### src/rtl/dram_rst_seq_pkg.sv
`default_nettype none
// +--------------------------------------------------------------------------+
// | dram_rst_seq_pkg : state encoding and counter sizing for the sequencer   |
// | Revision 1.0                                                             |
// +--------------------------------------------------------------------------+
package dram_rst_seq_pkg;

    localparam int STATE_W = 3;

    typedef enum logic [STATE_W-1:0] {
        WAIT_PLL   = 3'd0,
        POR_WAIT   = 3'd1,
        DLL_RST    = 3'd2,
        DLL_LOCK   = 3'd3,
        STOP_ECLK  = 3'd4,
        DDR_RST    = 3'd5,
        START_ECLK = 3'd6,
        RUN        = 3'd7
    } state_e;

    function automatic int cnt_width(input int a, input int b);
        int m;
        m = (a > b) ? a : b;
        return $clog2(m + 1);
    endfunction

endpackage
`default_nettype wire

### src/rtl/sync_2ff.sv
`default_nettype none
// +--------------------------------------------------------------------------+
// | sync_2ff : two-flop synchroniser, async active-low reset to 0            |
// | Revision 1.0                                                             |
// +--------------------------------------------------------------------------+
module sync_2ff (
    input  logic clk,
    input  logic rst_n,
    input  logic d_i,
    output logic q_o
);

    logic meta_q;
    logic sync_q;

    always_ff @(posedge clk or negedge rst_n) begin
        if (!rst_n) begin
            meta_q <= 1'b0;
            sync_q <= 1'b0;
        end else begin
            meta_q <= d_i;
            sync_q <= meta_q;
        end
    end

    assign q_o = sync_q;

endmodule
`default_nettype wire

### src/rtl/dram_reset_sequencer.sv
`default_nettype none
// +--------------------------------------------------------------------------+
// | dram_reset_sequencer : PLL-lock -> POR -> DDRDLL -> ECLK/DDR reset seq.  |
// | Optional DLL-lock timeout: define DRAM_RST_SEQ_TIMEOUT_EN. Revision 1.0  |
// +--------------------------------------------------------------------------+
module dram_reset_sequencer
    import dram_rst_seq_pkg::*;
#(
    parameter int CLK_FREQ_HZ      = 100_000_000,
    parameter int POR_DELAY_US     = 600,
    parameter int POR_CYCLES       = CLK_FREQ_HZ / 1_000_000 * POR_DELAY_US,
    parameter int DLL_RST_CYCLES   = 8,
    parameter int ECLK_STOP_CYCLES = 4,
    parameter int LOCK_TIMEOUT     = 4096
) (
    input  logic       clk,
    input  logic       rst_n,
    input  logic       pll_locked_i,
    input  logic       dll_locked_i,
    output logic       dll_rst_o,
    output logic       eclk_stop_o,
    output logic       ddr_rst_o,
    output logic       dramsync_rst_o,
    output logic       ready_o,
    output logic [2:0] state_o
`ifdef DRAM_RST_SEQ_TIMEOUT_EN
    ,
    output logic       timeout_o
`endif
);

    localparam int CW = cnt_width(POR_CYCLES, LOCK_TIMEOUT);
    localparam logic [CW-1:0] POR_LOAD  = CW'(POR_CYCLES - 1);
    localparam logic [CW-1:0] DLL_LOAD  = CW'(DLL_RST_CYCLES - 1);
    localparam logic [CW-1:0] ECLK_LOAD = CW'(ECLK_STOP_CYCLES - 1);
`ifdef DRAM_RST_SEQ_TIMEOUT_EN
    localparam logic [CW-1:0] TMO_LOAD  = CW'(LOCK_TIMEOUT - 1);
`endif

    logic pll_s;
    logic dll_s;

    sync_2ff u_sync_pll (.clk(clk), .rst_n(rst_n), .d_i(pll_locked_i), .q_o(pll_s));
    sync_2ff u_sync_dll (.clk(clk), .rst_n(rst_n), .d_i(dll_locked_i), .q_o(dll_s));

    state_e        state_q, state_d;
    logic [CW-1:0] cnt_q, cnt_d;
    logic          dll_rst_q, dll_rst_d;
    logic          eclk_stop_q, eclk_stop_d;
    logic          ddr_rst_q, ddr_rst_d;
    logic          dramsync_rst_q, dramsync_rst_d;
    logic          ready_q, ready_d;
`ifdef DRAM_RST_SEQ_TIMEOUT_EN
    logic          timeout_q, timeout_d;
`endif

    always_comb begin
        state_d = state_q;
        cnt_d   = (cnt_q == '0) ? '0 : cnt_q - CW'(1);
`ifdef DRAM_RST_SEQ_TIMEOUT_EN
        timeout_d = timeout_q;
`endif
        // PLL loss overrides everything, including a simultaneous DLL loss
        if (!pll_s) begin
            state_d = WAIT_PLL;
        end else begin
            case (state_q)
                WAIT_PLL: begin
                    state_d = POR_WAIT;
                    cnt_d   = POR_LOAD;
                end
                POR_WAIT: if (cnt_q == '0) begin
                    state_d = DLL_RST;
                    cnt_d   = DLL_LOAD;
                end
                DLL_RST: if (cnt_q == '0) begin
                    state_d = DLL_LOCK;
`ifdef DRAM_RST_SEQ_TIMEOUT_EN
                    cnt_d   = TMO_LOAD;
`endif
                end
                DLL_LOCK: begin
                    if (dll_s) begin
                        state_d = STOP_ECLK;
                        cnt_d   = ECLK_LOAD;
                    end
`ifdef DRAM_RST_SEQ_TIMEOUT_EN
                    else if (cnt_q == '0) begin
                        timeout_d = 1'b1;
                        state_d   = DLL_RST;
                        cnt_d     = DLL_LOAD;
                    end
`endif
                end
                STOP_ECLK, DDR_RST, START_ECLK, RUN: begin
                    if (!dll_s) begin
                        state_d = DLL_RST;
                        cnt_d   = DLL_LOAD;
                    end else if (state_q != RUN && cnt_q == '0) begin
                        cnt_d = ECLK_LOAD;
                        if (state_q == STOP_ECLK)
                            state_d = DDR_RST;
                        else if (state_q == DDR_RST)
                            state_d = START_ECLK;
                        else
                            state_d = RUN;
                    end
                end
                default: state_d = WAIT_PLL;
            endcase
        end
    end

    // Outputs decode the next state so they change in the same cycle as state_o
    always_comb begin
        dll_rst_d      = (state_d == WAIT_PLL) || (state_d == POR_WAIT) || (state_d == DLL_RST);
        eclk_stop_d    = (state_d == WAIT_PLL) || (state_d == POR_WAIT) ||
                         (state_d == STOP_ECLK) || (state_d == DDR_RST);
        ddr_rst_d      = (state_d == WAIT_PLL) || (state_d == POR_WAIT) || (state_d == DDR_RST);
        dramsync_rst_d = (state_d != RUN);
        ready_d        = (state_d == RUN);
    end

    always_ff @(posedge clk or negedge rst_n) begin
        if (!rst_n) begin
            state_q        <= WAIT_PLL;
            cnt_q          <= '0;
            dll_rst_q      <= 1'b1;
            eclk_stop_q    <= 1'b1;
            ddr_rst_q      <= 1'b1;
            dramsync_rst_q <= 1'b1;
            ready_q        <= 1'b0;
        end else begin
            state_q        <= state_d;
            cnt_q          <= cnt_d;
            dll_rst_q      <= dll_rst_d;
            eclk_stop_q    <= eclk_stop_d;
            ddr_rst_q      <= ddr_rst_d;
            dramsync_rst_q <= dramsync_rst_d;
            ready_q        <= ready_d;
        end
    end

`ifdef DRAM_RST_SEQ_TIMEOUT_EN
    always_ff @(posedge clk or negedge rst_n) begin
        if (!rst_n) timeout_q <= 1'b0;
        else        timeout_q <= timeout_d;
    end
    assign timeout_o = timeout_q;
`endif

    assign dll_rst_o      = dll_rst_q;
    assign eclk_stop_o    = eclk_stop_q;
    assign ddr_rst_o      = ddr_rst_q;
    assign dramsync_rst_o = dramsync_rst_q;
    assign ready_o        = ready_q;
    assign state_o        = state_q;

endmodule
`default_nettype wire

### config.mk
export PLATFORM = sky130hd
export DESIGN_NAME = dram_reset_sequencer
export DESIGN_NICKNAME = d
export VERILOG_FILES = /design/src/rtl/dram_rst_seq_pkg.sv /design/src/rtl/sync_2ff.sv /design/src/rtl/dram_reset_sequencer.sv
export SDC_FILE = /design/constraint.sdc
export NUM_CORES = 1
export LEC_CHECK = 0
export BUFFER_PORTS_ARGS = -buffer_cell sky130_fd_sc_hd__buf_4
export CORE_MARGIN = 3
export CORE_UTILIZATION = 55
export DETAILED_ROUTE_END_ITERATION = 12
export GPL_TIMING_DRIVEN = 0
export PLACE_DENSITY = 0.74
export SLEW_MARGIN = 20
export SYNTH_ARGS = -nofsm -noshare
export SYNTH_HDL_FRONTEND = slang
export SYNTH_SLANG_ARGS = --single-unit
### constraint.sdc
create_clock -name clk -period 2 [get_ports clk]
set_input_delay 0.4 -clock clk [delete_from_list [all_inputs] [get_ports clk]]
set_output_delay 0.4 -clock clk [all_outputs]
set_load 0.05 [all_outputs]
==> flow_summary_export.csv <==
group,metric,value,unit
synthesis,syn_inst,147,
synthesis,synth_edf_count,0,
pwr,p_per_area,773,nW/um^2
global_route,grt_max_degree,29,
setup_path,critPathLaunchType,"register",
finish,finish.net_count,170,
global_route,grt_overflow_total,0,
global_route,antenna_found_initial,0,
setup_path,critPathBufInv,1,
synthesis,avgSynthCellArea,10.1,um^2
route,wire_per_inst,14.7,um
global_route,track_usage,18.5,%
pwr,total_power,0.00128,W
outcome,outcome,"finished clean",
timing,rsz0062_at_grt,"yes",
finish,fill_cells,198,
global_route,first_global_vias,1020,
clock_network,clk_latency,330,ps
setup_path,crit_slowest_cell,"dfrtp_1",
route,first_iter_violations,45,
synthesis,synth.most_common_cell,"dfrtp_1",
synthesis,yosys.area.top_type,"dfrtp_1",
floorplanning,initial_core_util,58.6,%
clock_network,cts-resized-gates,0,
setup_path,crit_family,"simple AND/OR/NAND/NOR gates",
timing,slew_violations,0,
placed_design,place_ws,153,ps
finish,drive_gt1_share,20.2,%
clock_network,cts_buffer_depth,2,
finish,post-route-util,65.9,%
run,maxCapViolCount,0,
floorplanning,dieArea,3350,um^2
setup_path,crit_path_end_kind,"register",
setup_path,crit_type,"register to register",
route,drtPass1Iterations,4,
timing,clock-skew-final,7.11,ps
synthesis,synth_top_cells_by_count,"dfrtp_1, nor2_1, nand2_1, o21ai_0, xor2_1",
timing,slew_headroom,66.0,%
pwr,irDropWorstVdd,473,uV
pwr,p_leak,0.703,nW
synthesis,ys_warn_count,0,
synthesis,ys_ff_latch,28,
floorplanning,die_h,57.9,um
floorplanning,chipWidth,57.9,um
floorplanning,pin_count,12,
route,wl,2840,um
timing,period_needed,1860,ps
setup_path,cp.arrival,2070,ps
synthesis,ys_seq_area_share,47.7,%
clock_network,clk_pin_slew,140,ps
global_route,grt_pass1_wl,4820,um
route,drc,0,
finish,diodes,0,
route,via_per_inst,5.82,
synthesis,synthesis.area,1480,um^2
setup_path,path_max_fanout,7,
finish,fin_area,1660,um^2
synthesis,synthFlopType,"dfrtp_1",
clock_network,cts_tree,"done",
route,dr_total_vias,1123,
synthesis,synth.top_cell.area_share,40.6,%
placed_design,place.gp.congestion,0.917,
floorplanning,core_area,2520,um^2
clock_network,numCtsBuffers,3,
timing,min_period_over_period,92.9,%
placed_design,place_area,1600,um^2
timing,hold_violations,0,
timing,clock.fmax,0.538,GHz
timing,setup_ws,142,ps
placed_design,port_buffers,11,
clock_network,clock_sinks,28,
placed_design,dp_hpwl,2040,um
route,ant_nets,0,
setup_path,cp_cell_sequence,"inv_1 > ha_1 > or3b_1 > nor3_1 > xnor2_1 > o21ai_1",
setup_path,worstPathRequired,2220,ps
clock_network,clock-root-buffer,"clkbuf_4",
hold_path,min_path_type,"primary input to register",
clock_network,cts_max_level,1,
synthesis,synthArstFlopShare,100,%
floorplanning,row_count,18,
timing,finalSetupViolations,0,
synthesis,ys_types,43,
finish,syn2layout_area_growth,12.4,%
setup_path,slowest_delay,450,ps
synthesis,syn_nets,153,
synthesis,synth.area.top_cells,"dfrtp_1, dfstp_2, xor2_1, o21ai_0, nor2_1",
timing,tightest_slew,508,ps
[cell usage in the layout (no fill, tap or decap), types with 6 or more instances in the layout]
cell type,n
a21oi_1,6
buf_4,12
dfrtp_1,24
inv_1,7
nand2_1,9
nand4_1,7
nor2_1,12
nor3_1,8
o21ai_0,9
xor2_1,9
[final timing paths]
path | depth (start not counted) | start | slack, ps | end
max in group asynchronous | 2 | rst_n | 1200 | eclk_stop_o
setup reg to reg | 6 | cnt_q[0] | 140 | cnt_q[6]
setup / recovery | 6 | cnt_q[0] | 140 | cnt_q[6]
hold reg to reg | 0 | u_sync_pll.meta_q | 370 | u_sync_pll.q_o
hold / removal | 1 | dll_locked_i | 160 | u_sync_dll.meta_q
min in group asynchronous | 2 | rst_n | 500 | state_o[0]
[routing by layer]
layer  track usage [%]  part of all wire [%]  vias up
met5                 0                     0        -
met2              26.1                    43       31
met4              6.95                   1.5        0
met1              29.0                    51      534
met3              2.00                   4.6        5
li1                  -                     -      553
[cell type report]
class	instances	area, um^2	area share [%]
Tap cell	30	37.5	2.26
Inverter	7	26.3	1.58
Buffer	5	32.5	1.96
Timing Repair Buffer	12	92.6	5.57
Sequential cell	28	706	42.5
Clock buffer	3	22.5	1.36
Multi-Input combinational cell	107	714	43.0
Clock inverter	1	30.0	1.81
[sequential cells by signal, summed over array words and instances (netlist names)]
signal	cells
cnt_q	16
ddr_rst_o	1
dll_rst_o	1
dramsync_rst_o	1
eclk_stop_o	1
ready_o	1
state_o	3
u_sync_dll.meta_q	1
u_sync_dll.q_o	1
u_sync_pll.meta_q	1
u_sync_pll.q_o	1
[report_power, final]
part | switching (W) | internal (W)
Sequential | 0.0000710 | 0.000622
Combinational | 0.000131 | 0.0000988
Clock | 0.000160 | 0.000203
Total | 0.000361 | 0.000924
[repair_timing]
action                                  in CTS  in global routing
hold endpoints to repair                    24                  0
hold buffers                                 1                  0
setup buffers                                0                  0
endpoints found under the setup margin       0                  8
[stage by stage]
stage | TNS, ps | cells | hold slack [ps]
after floorplan | 0 | 147 | 104
after global placement | 0 | 188 | 327
after detailed placement | 0 | 188 | 331
after CTS | 0 | 193 | 150
after global routing | -256 | 193 | 136
final | 0 | 193 | 164
[kinds of logic after synthesis]
group,Yosys count,synth area share (%)
compound gates,29,12.9
fa+ha+maj,2,1.69
buf+inv,12,3.98
flops,28,47.7
simple gates,64,26.6
xor+xnor,12,7.11
Power figures use the tool's default switching activity.
